==> config.mk <==
export PLATFORM = sky130hd
export DESIGN_NAME = instr_fetch_unit
export DESIGN_NICKNAME = d
export VERILOG_FILES = /design/src/rtl/instr_fetch_unit.sv
export SDC_FILE = /design/constraint.sdc
export NUM_CORES = 1
export LEC_CHECK = 0
export ABC_AREA = 1
export BUFFER_PORTS_ARGS = -buffer_cell sky130_fd_sc_hd__buf_2
export CORE_MARGIN = 2
export CORE_UTILIZATION = 30
export DETAILED_ROUTE_END_ITERATION = 10
export PLACE_DENSITY = 0.51
export SLEW_MARGIN = 20
export SYNTH_ARGS = -nofsm -noshare
export SYNTH_HDL_FRONTEND = slang
export SYNTH_SLANG_ARGS = --single-unit
export TNS_END_PERCENT = 20
==> constraint.sdc <==
create_clock -name i_aclk -period 7.57 [get_ports i_aclk]
set_input_delay 0.757 -clock i_aclk [delete_from_list [all_inputs] [get_ports i_aclk]]
set_output_delay 0.757 -clock i_aclk [all_outputs]
set_load 0.05 [all_outputs]
==> src/rtl/instr_fetch_unit.sv <==
// -----------------------------------------------------------------------------
// instr_fetch_unit
//
// Instruction fetch initiator for the IF stage. Holds the PC and keeps at most
// one request outstanding toward the instruction cache. Returned instructions
// and their PCs are queued in a small FIFO toward decode. Branch/jump
// redirects flush the FIFO and restart fetching. A response that is still in
// flight when the redirect arrives is dropped.
//
// Parameters:
//   ADDR_SIZE   address / PC width
//   INST_SIZE   instruction width
//   RESET_PC    PC loaded on reset (bits [1:0] must be 0)
//   FIFO_DEPTH  instruction buffer entries (power of 2, >= 2)
//
// Ports:
//   i_aclk, i_areset          clock, synchronous active-high reset
//   o_req, o_addr             cache request; o_addr stable while o_req=1
//   i_instr_valid,
//   i_instruction             cache response (one-cycle pulse)
//   i_redirect,
//   i_redirect_pc             restart fetch at i_redirect_pc (one-cycle pulse)
//   o_valid, o_instruction,
//   o_pc, i_ready             FIFO head toward decode (valid/ready)
//
// Optional build macro INSTR_FETCH_PERF_CNT_EN adds:
//   o_stall_cycles            cycles with o_req=1 and no response (saturating)
//   o_fetch_count             responses actually pushed (saturating)
// -----------------------------------------------------------------------------
module instr_fetch_unit #(
    parameter int unsigned          ADDR_SIZE  = 32,
    parameter int unsigned          INST_SIZE  = 32,
    parameter logic [ADDR_SIZE-1:0] RESET_PC   = 32'h0000_0000,
    parameter int unsigned          FIFO_DEPTH = 4
) (
    input  logic                 i_aclk,
    input  logic                 i_areset,
    output logic                 o_req,
    output logic [ADDR_SIZE-1:0] o_addr,
    input  logic                 i_instr_valid,
    input  logic [INST_SIZE-1:0] i_instruction,
    input  logic                 i_redirect,
    input  logic [ADDR_SIZE-1:0] i_redirect_pc,
    output logic                 o_valid,
    output logic [INST_SIZE-1:0] o_instruction,
    output logic [ADDR_SIZE-1:0] o_pc,
`ifdef INSTR_FETCH_PERF_CNT_EN
    output logic [31:0]          o_stall_cycles,
    output logic [31:0]          o_fetch_count,
`endif
    input  logic                 i_ready
);

    localparam int unsigned PTR_W = $clog2(FIFO_DEPTH);
    localparam int unsigned CNT_W = PTR_W + 1;
    localparam logic [CNT_W-1:0] DEPTH_C = CNT_W'(FIFO_DEPTH);

    typedef enum logic [1:0] {
        IDLE,
        FETCH,
        DRAIN
    } state_e;

    state_e                 state_q, state_d;
    logic [ADDR_SIZE-1:0]   pc_q, pc_d;
    logic [ADDR_SIZE-1:0]   target_q, target_d;
    logic [PTR_W-1:0]       wr_ptr_q, wr_ptr_d;
    logic [PTR_W-1:0]       rd_ptr_q, rd_ptr_d;
    logic [CNT_W-1:0]       count_q, count_d;

    logic [ADDR_SIZE-1:0]   fifo_pc_mem    [FIFO_DEPTH];
    logic [INST_SIZE-1:0]   fifo_instr_mem [FIFO_DEPTH];

    logic                   push;
    logic                   pop;
    logic [ADDR_SIZE-1:0]   redirect_pc_aligned;

    assign redirect_pc_aligned = i_redirect_pc & ~ADDR_SIZE'(3);

    // Only a response that is not being cancelled by a same-cycle redirect
    // is kept; responses seen in DRAIN belong to the abandoned stream.
    assign push = (state_q == FETCH) && i_instr_valid && !i_redirect;
    assign pop  = (count_q != '0) && i_ready;

    // -------------------------------------------------------------------------
    // State register
    // -------------------------------------------------------------------------
    always_ff @(posedge i_aclk) begin
        if (i_areset) begin
            state_q  <= IDLE;
            pc_q     <= RESET_PC;
            target_q <= RESET_PC;
            wr_ptr_q <= '0;
            rd_ptr_q <= '0;
            count_q  <= '0;
        end else begin
            state_q  <= state_d;
            pc_q     <= pc_d;
            target_q <= target_d;
            wr_ptr_q <= wr_ptr_d;
            rd_ptr_q <= rd_ptr_d;
            count_q  <= count_d;
        end
    end

    always_ff @(posedge i_aclk) begin
        if (i_areset) begin
            for (int unsigned i = 0; i < FIFO_DEPTH; i++) begin
                fifo_pc_mem[PTR_W'(i)]    <= '0;
                fifo_instr_mem[PTR_W'(i)] <= '0;
            end
        end else if (push) begin
            fifo_pc_mem[wr_ptr_q]    <= pc_q;
            fifo_instr_mem[wr_ptr_q] <= i_instruction;
        end
    end

    // -------------------------------------------------------------------------
    // Datapath next values: PC, redirect target, FIFO pointers
    // -------------------------------------------------------------------------
    always_comb begin
        pc_d     = pc_q;
        target_d = target_q;

        unique case (state_q)
            IDLE: begin
                if (i_redirect) pc_d = redirect_pc_aligned;
            end
            FETCH: begin
                if (i_instr_valid) begin
                    pc_d = i_redirect ? redirect_pc_aligned : pc_q + ADDR_SIZE'(4);
                end else if (i_redirect) begin
                    target_d = redirect_pc_aligned;
                end
            end
            DRAIN: begin
                // The pending response closes the old request; the most
                // recent redirect (possibly this cycle's) decides the new PC.
                if (i_instr_valid) begin
                    pc_d = i_redirect ? redirect_pc_aligned : target_q;
                end else if (i_redirect) begin
                    target_d = redirect_pc_aligned;
                end
            end
            default: ;
        endcase

        if (i_redirect) begin
            wr_ptr_d = '0;
            rd_ptr_d = '0;
            count_d  = '0;
        end else begin
            wr_ptr_d = wr_ptr_q + PTR_W'(push);
            rd_ptr_d = rd_ptr_q + PTR_W'(pop);
            count_d  = count_q + CNT_W'(push) - CNT_W'(pop);
        end
    end

    // -------------------------------------------------------------------------
    // Next-state logic
    // -------------------------------------------------------------------------
    always_comb begin
        state_d = state_q;
        unique case (state_q)
            IDLE: begin
                if (count_q < DEPTH_C) state_d = FETCH;
            end
            FETCH: begin
                if (i_instr_valid && !i_redirect) begin
                    if (count_d >= DEPTH_C) state_d = IDLE;
                end else if (i_redirect && !i_instr_valid) begin
                    state_d = DRAIN;
                end
            end
            DRAIN: begin
                if (i_instr_valid) state_d = FETCH;
            end
            default: state_d = IDLE;
        endcase
    end

    // -------------------------------------------------------------------------
    // Outputs
    // -------------------------------------------------------------------------
    always_comb begin
        o_req         = (state_q != IDLE);
        o_addr        = pc_q;
        o_valid       = (count_q != '0);
        o_instruction = fifo_instr_mem[rd_ptr_q];
        o_pc          = fifo_pc_mem[rd_ptr_q];
    end

`ifdef INSTR_FETCH_PERF_CNT_EN
    logic [31:0] stall_q, stall_d;
    logic [31:0] fetch_q, fetch_d;

    always_comb begin
        stall_d = stall_q;
        fetch_d = fetch_q;
        if ((state_q != IDLE) && !i_instr_valid && (stall_q != '1)) stall_d = stall_q + 32'd1;
        if (push && (fetch_q != '1)) fetch_d = fetch_q + 32'd1;
    end

    always_ff @(posedge i_aclk) begin
        if (i_areset) begin
            stall_q <= '0;
            fetch_q <= '0;
        end else begin
            stall_q <= stall_d;
            fetch_q <= fetch_d;
        end
    end

    assign o_stall_cycles = stall_q;
    assign o_fetch_count  = fetch_q;
`endif

endmodule

# [After elaboration in Yosys (flattened, before gate mapping)]
# Memories as Yosys holds them, arrays and structs flattened. A register that Yosys moved wholly into a read port is not among the register bits.
# Cells that the tools add are included.
[word_totals] input_bits=69 latch_bits=0 mem_count=2 out_inout_bits=98 mem_bits_rw=256 wordCells=68 register_bits=73 rom_bits=0
[mem_list] memory="fifo_instr_mem" depth=4 word_bits=32 rd=1 rd_clocked_by_memory_dff=1 write_ports=4 line_no="72" rtl="logic [INST_SIZE-1:0] fifo_instr_mem [FIFO_DEPTH];"
[mem_list] memory="fifo_pc_mem" depth=4 word_bits=32 rd=1 rd_clocked_by_memory_dff=1 write_ports=4 line_no="71" rtl="logic [ADDR_SIZE-1:0] fifo_pc_mem [FIFO_DEPTH];"
[classes] shift=0 bitwise=1 magnitude_cmp=2 add_sub_neg=5 n_mux=26 div=0 n_eq_ne=8 reduce_logical=18 n_mul=0
[ops] op="2-to-1 mux 32 bit" n=7
[ops] op="one-hot mux 32 bit (3 select lines)" n=1
[ops] op="OR reduction 32 bit" n=2
[ops] op="adder 32 x 3 -> 32 bit, second input constant" n=1
[ops] op="2-to-1 mux 2 bit" n=9
[ops] op="!= test 2 bit, second input constant" n=4
[ops] op="AND reduction 4 bit" n=2
[ops] op="2-to-1 mux 1 bit" n=7
[ops] op="one-hot mux 2 bit (3 select lines)" n=1
[ops] op="nonzero test 3 bit" n=2
[ops] op="logical AND 1 bit" n=5
[ops] op="adder 2 x 1 -> 2 bit" n=2
[ops] op="OR reduction 2 bit" n=2
[ops] op="adder 3 x 1 -> 3 bit" n=1
[ops] op=">= comparator 3 bit, second input constant" n=1
[ops] op="less-than comparator 3 bit, second input constant" n=1
[ops] op="2-to-1 mux 3 bit" n=1
[ops] op="!= test 3 x 1 -> 1 bit, second input constant" n=1
[ops] op="!= test 3 x 2 -> 1 bit, second input constant" n=1
[ops] op="subtractor 3 x 1 -> 3 bit" n=1
[ops] op="equality test 2 x 1 -> 1 bit, second input constant" n=1
[ops] op="equality test 2 bit, second input constant" n=1
[ops] op="logical NOT 1 bit" n=2
[ops] op="logical NOT 2 bit" n=1
[ops] op="other kinds (3)" n=3

# [Depth between registers and ports, before layout]
# Gate-level depths: netlist of run 1.
[depth] word_depth=10 ltp_mapped=15 depth_no_buf=15

# [Worst setup path after synthesis of run 1]
# No wires, ideal clock.
[synth_timing] path_kind="input port to flip-flop" start="input i_redirect" end="memory fifo_instr_mem[3][0] (enable)" setup_slack_ps=1045 setup_time_ps=581 required_time_ps=6989 stages=6 arrival_time_ps=5944 n_path_buf=1 path_cell_list="buf_6 -> clkinv_2 -> nand2_4 -> nor2_4 -> inv_2 -> o31ai_1"
[synth_rtl] element="start, declared" line_no="42" rtl="input logic i_redirect,"
[synth_rtl] element="end, declared" line_no="72"

==> results by group, run 1 <==
Routing
  • Iteration-0 DRC Markers: roughly 800
  • Remaining antenna violation count: 0
  • Drt pass-1 iters: 5
  • DR vias: roughly 12k
  • Vias/cell: ~4.8
  • Routed wire per std cell: 18.2 µm
  • Residual DRC: 0
  • Final wirelength: between 40,000 and 50,000 µm

Worst setup path
  • Crit path max fanout: 65
  • Worst Setup Start Kind: input pin
  • Register-to-Register Path Depth: 10
  • Worst R2R End: fifo_instr_mem[0][22]
  • Reg-to-reg slack, setup: roughly 4000 ps
  • WP data arrival: around 4200 ps
  • Critical path class: input pin to register
  • Worst Path Required: approximately 7700 ps
  • Critical path endpoint category: register
  • Crit Reg-Reg Startpoint: state_q[1]

Floorplan
  • Rows: just over 80
  • Die Y-Extent: between 200 and 250 µm
  • Die area: ~53,000 µm²
  • Die width: 229 µm
  • # IOs: 167
  • Core area: about 50,000 µm²
  • Starting Density: 0.304

Synthesis
  • Syn nets: between 1.5k and 2k
  • Synth Cell Area: approximately 15,000 µm²
  • Post-synth EDFFs: roughly 260
  • Synthesized flop and latch total: between 300 and 400
  • Syn_area_per_cell: approximately 9 µm²
  • Asr flop ratio synth: 0
  • Cell variety after synth: 36
  • Sequential share of the synthesized area: 0.600
  • Warnings, synthesis: 0
  • Post-synth top flop: edfxtp_1
  • Synthesized instance count: 1,682

Cells and area
  • N_diodes: 0
  • Synthesis-to-finish area growth: 16.2%
  • FILL cells: 5,211
  • Layout cells sized above 1: 0.146
  • Most frequent cells in the layout: nor2_1, edfxtp_1, o21ai_0, nand2_1, buf_2
  • Most common cell after layout, fill and taps aside: nor2_1
  • Nets: 1,874
  • Fin cells: 2,494

Worst hold path
  • Worst min-delay path class: register to register
  • Worst hold path startpoint: target_q[1]
  • Worst Hold End: target_q[1]
  • Hold Path Depth: 2

STA
  • Worst-margin pin slew: around 1100 ps
  • Unrepaired setup endpoints after global routing: no
  • Clock Skew: just under 10 ps
  • Final Hold Violating Endpoints: 0
  • Period Utilization, post-route: 0.538
  • Hold Slack: 456 ps
  • Final setup TNS: 0 ps
  • Final setup violation count: 0
  • Rel. slew slack: 0.266
  • Max Slew Vio Count: 0
  • Peak Freq: 0.246 GHz
  • Tmin final: around 4000 ps
  • Worst setup margin: roughly 3500 ps

Clock network
  • CTS HTree Levels: 2
  • Root Driver: clkbuf_16
  • Post-CTS setup buffer count: 0
  • Cts repair resizes: 0
  • CTS sink cnt: approximately 330
  • CTS tree: done
  • Clock buffer depth: 3
  • Clock-pin slew on the worst setup and hold paths: about 60 ps
  • Hold-fix buffers, CTS: 0
  • Later-pin clock latency in the skew report: 550 ps
  • TritonCTS Buffers: 39

Power and ir drop
  • Internal power: around 0.0035 W
  • Psw: about 0.0020 W
  • Clock share of power: 0.318
  • Pwr Total: approximately 0.0055 W
  • Comb pwr share: 0.262
  • Seq pwr share: 0.421
  • P_leak: 6.96 nW
  • Power density cells: approximately 310 nW/µm²
  • Switching share of power: 0.365
  • Peak VDD IR: roughly 0.21 mV

Placement
  • Post-placement setup slack: between 2000 and 3000 ps
  • PortBufs: approximately 160
  • RePlAce Congestion: between 0.8 and 0.9
  • HPWL after DPL: 26,500 µm
  • # placed instances: 2,427

Run
  • Max Cap Viol: 0

Global routing
  • GRT Overall Usage: 0.171
  • Largest net degree at the start of global routing: 77
  • Global-route wire length before repair: approximately 70,000 µm
  • Grt total ovfl: 0
  • Antenna violations before repair: 1
  • Number of global-route vias before repair: 11.9k

Status
  • Status: finished clean
## stage by stage
step	utilization	cell area (µm²)
global placement	0.330	16600
global route	0.353	17700
CTS	0.353	17700
finish	0.353	17700
floorplan	-	15200
detailed placement	0.330	16600
## synth_stat cells (2+ instances only)
| cell type | instances | area, µm² |
|---|---|---|
| nor2_2 | 14 | 87.6 |
| a21oi_1 | 84 | 420 |
| and2_1 | 2 | 12.5 |
| ha_1 | 8 | 100 |
| o22ai_1 | 94 | 588 |
| buf_1 | 4 | 15.0 |
| nor2_4 | 2 | 22.5 |
| clkbuf_1 | 74 | 278 |
| nand2_1 | 185 | 694 |
| buf_6 | 13 | 146 |
| or2_2 | 3 | 18.8 |
| nor3_1 | 18 | 90.1 |
| a22oi_1 | 2 | 15.0 |
| inv_1 | 136 | 510 |
| buf_2 | 12 | 60.1 |
| edfxtp_1 | 256 | 7690 |
| a31oi_1 | 5 | 31.3 |
| nand3_1 | 28 | 140 |
| mux2i_1 | 3 | 30.0 |
| nor2_1 | 435 | 1630 |
| dfxtp_1 | 73 | 1460 |
| inv_2 | 5 | 18.8 |
| o21ai_0 | 213 | 1070 |
## metal layers
metal | vias up | global-route usage | part of all wire | wire length [µm]
met2 | 267 | 0.285 | 0.46 | 21000
met5 | - | 0 | 0.00018 | 8
met3 | 56 | 0.0344 | 0.053 | 2400
met4 | 2 | 0.0509 | 0.022 | 991
li1 | 5921 | - | - | -
met1 | 5797 | 0.224 | 0.46 | 20800
## worst max path at each step
stage / start / end / slack [ps] / cells past startpoint
6_report: i_redirect / fifo_instr_mem[0][22] / 3500 / 10
2_1_floorplan: i_redirect / fifo_instr_mem[3][0] / 1050 / 6
3_5_place_dp: i_redirect / fifo_instr_mem[0][11] / 2520 / 10
4_1_cts: i_redirect / fifo_pc_mem[0][30] / 3110 / 10
5_1_grt: i_redirect / fifo_pc_mem[0][30] / 3150 / 10
3_3_place_gp: i_redirect / fifo_instr_mem[0][7] / 2570 / 10
## cells by family (layout without fill, tap and decap cells)
logic type	after synthesis	after routing	share of synthesized area
flops	329	329	0.600
mux	3	3	0.00197
simple gates	690	690	0.179
compound gates	404	404	0.142
fa+ha+maj	9	9	0.00788
xor+xnor	2	2	0.00115
buf+inv	245	385	0.0678
## critical path: stages
cell and delay, ps:
buf_2 770, clkinv_2 320, nand2_4 190, nor2_4 60, inv_2 120, nor2_4 50
clkinv_2 320, nor2_2 110, nand2_4 780, nand2_8 640
## flip-flops by register name, summed over array words and instances, names as in the netlist
signal          cells
count_q             3
o_addr             32
wr_ptr_q            2
state_q             2
fifo_instr_mem    128
target_q           32
fifo_pc_mem       128
rd_ptr_q            2
## final cells by class
class                           instances  area [µm²]  share of cell area
Timing Repair Buffer                  176         911              0.0514
Inverter                              142         538              0.0304
Tap cell                              672         841              0.0475
Clock buffer                           56        1090              0.0614
Sequential cell                       329        9150               0.517
Multi-Input combinational cell       1108        5120               0.289
Clock inverter                         11        65.1             0.00367
## power by group through the flow
stage / Sequential, W / Clock [W] / Combinational [W]
floorplan: 0.00250 / 0 / 0.000862
global placement: 0.00233 / 0 / 0.00143
detailed placement: 0.00234 / 0 / 0.00144
CTS: 0.00230 / 0.00179 / 0.00144
global route: 0.00233 / 0.00185 / 0.00159
finish: 0.00230 / 0.00174 / 0.00143
Power figures use the tool's default switching activity.
==> inputs of run 2 (changes only) <==
--- a/config.mk
+++ b/config.mk
@@ -10,7 +10,7 @@
 export CORE_MARGIN = 2
 export CORE_UTILIZATION = 30
 export DETAILED_ROUTE_END_ITERATION = 10
-export PLACE_DENSITY = 0.51
+export PLACE_DENSITY = 0.53
 export SLEW_MARGIN = 20
 export SYNTH_ARGS = -nofsm -noshare
 export SYNTH_HDL_FRONTEND = slang
==> constraint.sdc (replaced) <==
create_clock -name i_aclk -period 3.47 [get_ports i_aclk]
set_input_delay 0.347 -clock i_aclk [delete_from_list [all_inputs] [get_ports i_aclk]]
set_output_delay 0.347 -clock i_aclk [all_outputs]
set_load 0.05 [all_outputs]
==> run 2 against run 1 <==
Register-to-register slack lost 3200 ps. Sequential power grew 120%. Cell count grew 0.36%. Setup slack lost 3000 ps. Clock power grew 110%. Hold slack lost 370 ps. Power grew 120%. Highest routed layer is now met4.
==> results by group, run 2 (synthesized netlist as in run 1, its figures left out) <==
Status
  • Status: finished clean

Placement
  • Placed Area: 16,700 µm² (+0.90%)
  • Post-placement setup slack: 857 ps (-1660 ps)
  • RePlAce Congestion: 0.848 (-1.8%)
  • HPWL after DPL: 27,200 µm (+2.7%)
  • PortBufs: 164 (unchanged)

STA
  • Rel. slew slack: 0.268 (+0.00223)
  • Worst setup margin: 516 ps (-2980 ps)
  • Final setup TNS: 0 ps (unchanged)
  • Period Utilization, post-route: 0.851
  • Tmin final: approximately 3000 ps
  • Unrepaired setup endpoints after global routing: no
  • Peak Freq: about 0.34 GHz
  • Final Hold Violating Endpoints: 0 (unchanged)
  • Final setup violation count: 0 (unchanged)
  • Max Slew Vio Count: 0 (unchanged)
  • Worst-margin pin slew: 1100 ps (-3.35 ps)
  • Clock Skew: 17.9 ps (+8.13 ps)

Power and ir drop
  • Seq pwr share: 0.422 (about the same)
  • Comb pwr share: 0.268 (+0.006)
  • Psw: 0.00436 W (+120%)
  • Clock share of power: 0.310 (-0.008)
  • P_leak: 7.02 nW (+0.85%)
  • Internal power: 0.00752 W (+120%)
  • Power density cells: 666 nW/µm² (+120%)
  • Peak VDD IR: 0.520 mV (+140%)
  • Pwr Total: 0.0119 W (+120%)
  • Switching share of power: 0.367 (+0.00225)

Routing
  • Final wirelength: 45,000 µm (-0.53%)
  • Residual DRC: 0 (unchanged)
  • Routed wire per std cell: 18.0 µm (-0.88%)
  • DR vias: 12.2k (+0.95%)
  • Remaining antenna violation count: 0 (unchanged)
  • Drt pass-1 iters: 5 (unchanged)
  • Vias/cell: 4.86 (+0.58%)
  • Iteration-0 DRC Markers: 772 (-1.9%)

Run
  • Max Cap Viol: 0 (unchanged)

Cells and area
  • Layout cells sized above 1: 0.151 (+0.00529)
  • Nets: 1,882 (+0.43%)
  • Most frequent cells in the layout: nor2_1, edfxtp_1, o21ai_0, nand2_1, buf_2
  • N_diodes: 0 (unchanged)
  • Layout Utilization: 0.355 (+0.00197)
  • Synthesis-to-finish area growth: 16.9%
  • FILL cells: 5,124 (-1.7%)
  • Biggest regs: fifo_instr_mem (128), fifo_pc_mem (128)
  • Finished Cell Area: 17,800 µm² (+0.56%)
  • Most common cell after layout, fill and taps aside: nor2_1

Global routing
  • Global-route wire length before repair: 69,200 µm (-0.79%)
  • Largest net degree at the start of global routing: 130 (+69%)
  • Antenna violations before repair: 1 (unchanged)
  • Number of global-route vias before repair: 11.8k (-0.19%)
  • Grt total ovfl: 0 (unchanged)
  • GRT Overall Usage: 0.169 (-0.00216)

Clock network
  • Cts repair resizes: 0 (unchanged)
  • CTS tree: done
  • Clock buffer depth: 3 (unchanged)
  • CTS HTree Levels: 2 (unchanged)
  • Post-CTS setup buffer count: 0 (unchanged)
  • TritonCTS Buffers: 37 (-5.1%)
  • Later-pin clock latency in the skew report: 550 ps (about the same)
  • Clock-pin slew on the worst setup and hold paths: 60 ps (about the same)
  • CTS sink cnt: 329 (unchanged)
  • Hold-fix buffers, CTS: 0 (unchanged)
  • Root Driver: clkbuf_16

Worst setup path
  • Crit path max fanout: 46 (-29%)
  • Critical path class: register to primary output
  • WP data arrival: 2610 ps (-1570 ps)
  • Worst Path Required: 3120 ps (-4560 ps)
  • Reg-to-reg slack, setup: 810 ps (-3180 ps)
  • Critical path endpoint category: primary output
  • Worst Setup Start Kind: register

Floorplan
  • Die area: 52,600 µm² (unchanged)
  • Starting Density: 0.304 (unchanged)
  • Core area: 50,200 µm² (unchanged)
  • Rows: 82 (unchanged)
  • # IOs: 167 (unchanged)
  • Die Y-Extent: 229 µm (unchanged)
  • Die width: 229 µm (unchanged)

Worst hold path
  • Worst min-delay path class: input pin to register
## run 2: cell count changes in the layout (fill, tap and decap cells not counted), moves of 2 or more
cell	previous run	this run
clkbuf_1	12	8
clkinv_1	4	6
buf_4	12	16
buf_12	0	6
clkinv_2	7	10
## run 2: through the flow
step	hold WS (ps)	std cells
2_1_floorplan	433	1682
3_3_place_gp	444	2437
3_5_place_dp	452	2437
4_1_cts	60.6	2503
5_1_grt	81.2	2503
6_report	83.8	2503
## run 2: cell type report
class	count	area, µm²	share of cell area
Multi-Input combinational cell	1108	5110	0.287
Inverter	142	537	0.0301
Sequential cell	329	9150	0.514
Clock inverter	17	85.1	0.00478
Timing Repair Buffer	186	1060	0.0596
Clock buffer	49	1030	0.0577
Tap cell	672	841	0.0472
## run 2: power groups by stage
stage,combinational [W],sequential (W),clock (W)
final,0.00318,0.00501,0.00368
after global routing,0.00350,0.00506,0.00393
after CTS,0.00320,0.00500,0.00378
after detailed placement,0.00319,0.00508,0
after global placement,0.00317,0.00507,0
after floorplan,0.00188,0.00544,0
## run 2: worst max-delay path: stages (launching register included)
cell	delay, ps
dfxtp_2	630
buf_4	570
o21ai_0	190
o22ai_1	330
buf_2	330
## run 2: per-layer routing
metal  routed length, µm  vias up  GRT usage  part of all wire
li1                    -     5946          -                 -
met1               20300     5820      0.226              0.45
met5                   0        -          0                 0
met2               21000      337      0.277              0.47
met4                 918        0     0.0473             0.020
met3                2820       54     0.0330             0.063
## run 2: final timing paths
path	to	depth (start not counted)	start
worst max-delay path	o_pc[15]	4	rd_ptr_q[1]
worst min-delay path	o_addr[3]	3	i_redirect_pc[3]
worst max register to register	o_addr[7]	11	state_q[0]
worst min register to register	target_q[1]	2	target_q[1]
==> inputs of run 3 (changes only) <==
--- a/config.mk
+++ b/config.mk
@@ -11,6 +11,7 @@
 export CORE_UTILIZATION = 30
 export DETAILED_ROUTE_END_ITERATION = 10
 export PLACE_DENSITY = 0.53
+export RECOVER_POWER = 50
 export SLEW_MARGIN = 20
 export SYNTH_ARGS = -nofsm -noshare
 export SYNTH_HDL_FRONTEND = slang
==> run 3 against run 2 <==
The run now ends with capacitance limit, slew limit left. Register-to-register slack worse by 350 ps. Fmax fell by 1.9%. Via count about the same. Cell count unchanged. Power fell by 0.48%. Sequential power barely moved. Clock skew is 1.8 ps lower. Setup slack worse by 57 ps. Critical path type is now register to register. Cell area shrank 0.54%. Die area stayed put. Hold slack gained 6.8 ps.
==> results by group, run 3 (synthesized netlist as in run 1, its figures left out) <==
Clock network
  • CTS sink cnt: 329 (unchanged)
  • Clock buffer depth: 3 (unchanged)
  • Cts repair resizes: 0 (unchanged)
  • CTS HTree Levels: 2 (unchanged)
  • Hold-fix buffers, CTS: 0 (unchanged)
  • CTS tree: done
  • Later-pin clock latency in the skew report: 550 ps (about the same)
  • Root Driver: clkbuf_16
  • TritonCTS Buffers: 37 (unchanged)
  • Post-CTS setup buffer count: 0 (unchanged)
  • Clock-pin slew on the worst setup and hold paths: 60 ps (about the same)

Placement
  • HPWL after DPL: 27,200 µm (unchanged)
  • RePlAce Congestion: 0.848 (unchanged)
  • PortBufs: 164 (unchanged)
  • Post-placement setup slack: 857 ps (unchanged)

STA
  • Final Hold Violating Endpoints: 0 (unchanged)
  • Max Slew Vio Count: 50 (+50)
  • Peak Freq: 0.332 GHz (-1.9%)
  • Tmin final: 3010 ps (+56.7 ps)
  • Period Utilization, post-route: 0.868 (+0.0164)
  • Final setup TNS: 0 ps (unchanged)
  • Worst-margin pin slew: 2060 ps (+963 ps)
  • Unrepaired setup endpoints after global routing: no
  • Clock Skew: 16.1 ps (-1.81 ps)
  • Worst setup margin: 459 ps (-56.7 ps)
  • Final setup violation count: 0 (unchanged)
  • Rel. slew slack: -0.374 (-0.642)

Floorplan
  • # IOs: 167 (unchanged)
  • Die width: 229 µm (unchanged)
  • Die area: 52,600 µm² (unchanged)
  • Rows: 82 (unchanged)
  • Core area: 50,200 µm² (unchanged)
  • Die Y-Extent: 229 µm (unchanged)
  • Starting Density: 0.304 (unchanged)

Routing
  • Iteration-0 DRC Markers: 748 (-3.1%)
  • DR vias: 12.1k (-0.082%)
  • Drt pass-1 iters: 7 (+2)
  • Routed wire per std cell: 18.0 µm (about the same)
  • Final wirelength: 45,000 µm (about the same)
  • Residual DRC: 0 (unchanged)
  • Vias/cell: 4.85 (about the same)
  • Remaining antenna violation count: 0 (unchanged)

Global routing
  • GRT Overall Usage: 0.169 (unchanged)
  • Number of global-route vias before repair: 11.8k (unchanged)
  • Grt total ovfl: 0 (unchanged)
  • Largest net degree at the start of global routing: 130 (unchanged)
  • Global-route wire length before repair: 69,200 µm (unchanged)
  • Antenna violations before repair: 1 (unchanged)

Worst hold path
  • Worst min-delay path class: input pin to register
  • Worst hold path startpoint: i_redirect_pc[3]

Run
  • Max Cap Viol: 1 (+1)

Worst setup path
  • WP data arrival: 3240 ps (+630 ps)
  • Critical path endpoint category: register
  • Crit path from: state_q[1]
  • Critical path class: register to register
  • Crit Reg-Reg Startpoint: state_q[1]
  • Worst Path Required: 3700 ps (+580 ps)
  • Crit path max fanout: 32 (-30%)
  • Worst Setup Start Kind: register

Power and ir drop
  • Peak VDD IR: 0.514 mV (-1.2%)
  • P_leak: 6.87 nW (-2.2%)
  • Power density cells: 667 nW/µm² (about the same)

Cells and area
  • Layout cells sized above 1: 0.128 (-0.0229)
  • N_diodes: 0 (unchanged)
  • Biggest regs: fifo_instr_mem (128), fifo_pc_mem (128)
  • Nets: 1,882 (unchanged)
  • Synthesis-to-finish area growth: 16.3%
  • Most common cell after layout, fill and taps aside: nor2_1
  • Most frequent cells in the layout: nor2_1, edfxtp_1, o21ai_0, nand2_1, inv_1

Status
  • Failing checks: capacitance limit, slew limit
  • Status: finished with violations
[run 3: cell types whose count changed in the layout (fill, tap and decap cells not counted), sizes merged]
cell	change
inv	-1
clkbuf	+41
clkinv	+1
buf	-41
[run 3: power breakdown]
part	internal (W)	switching, W
logic	0.000718	0.00242
clock network	0.00208	0.00158
registers	0.00467	0.000344
total	0.00747	0.00434
[run 3: routing by layer]
| layer | GRT usage | vias up | share of wire |
|---|---|---|---|
| met5 | 0 | - | 0 |
| met4 | 0.0473 | 0 | 0.018 |
| met3 | 0.0330 | 47 | 0.056 |
| met2 | 0.277 | 325 | 0.47 |
| met1 | 0.226 | 5820 | 0.46 |
| li1 | - | 5955 | - |
[run 3: critical path, stage by stage (launching register included)]
cell      delay (ps)
dfxtp_1          340
inv_1            110
ha_1             210
nand2_1          160
nor2_1           310
inv_1            190
nor2_1           210
clkinv_1         110
nor2_1           260
nand2_2          120
nand2_4          350
buf_12           300
[run 3: per-stage QoR]
stage | total power (W) | util | std cells | hold slack, ps | cell area, µm²
final | 0.0118 | 0.353 | 2503 | 90.6 | 17700
after floorplan | 0.00732 | - | 1682 | 433 | 15300
after global placement | 0.00824 | 0.333 | 2437 | 444 | 16700
after detailed placement | 0.00827 | 0.333 | 2437 | 452 | 16700
after CTS | 0.0120 | 0.355 | 2503 | 60.6 | 17800
after global routing | 0.0124 | 0.353 | 2503 | 84.6 | 17700
[run 3: area by class of cell]
cell class                      count  area [µm²]
Tap cell                          672         841
Clock inverter                     17        85.1
Clock buffer                       49        1030
Inverter                          142         537
Sequential cell                   329        9150
Timing Repair Buffer              186         995
Multi-Input combinational cell   1108        5080
Fill cell                        5151       32500
[run 3: final timing paths]
path,endpoint,slack (ps),cells past startpoint
max,fifo_instr_mem[2][28],460,11
min,o_addr[3],90,3
max reg2reg,fifo_instr_mem[2][28],460,11
min reg2reg,target_q[0],460,2
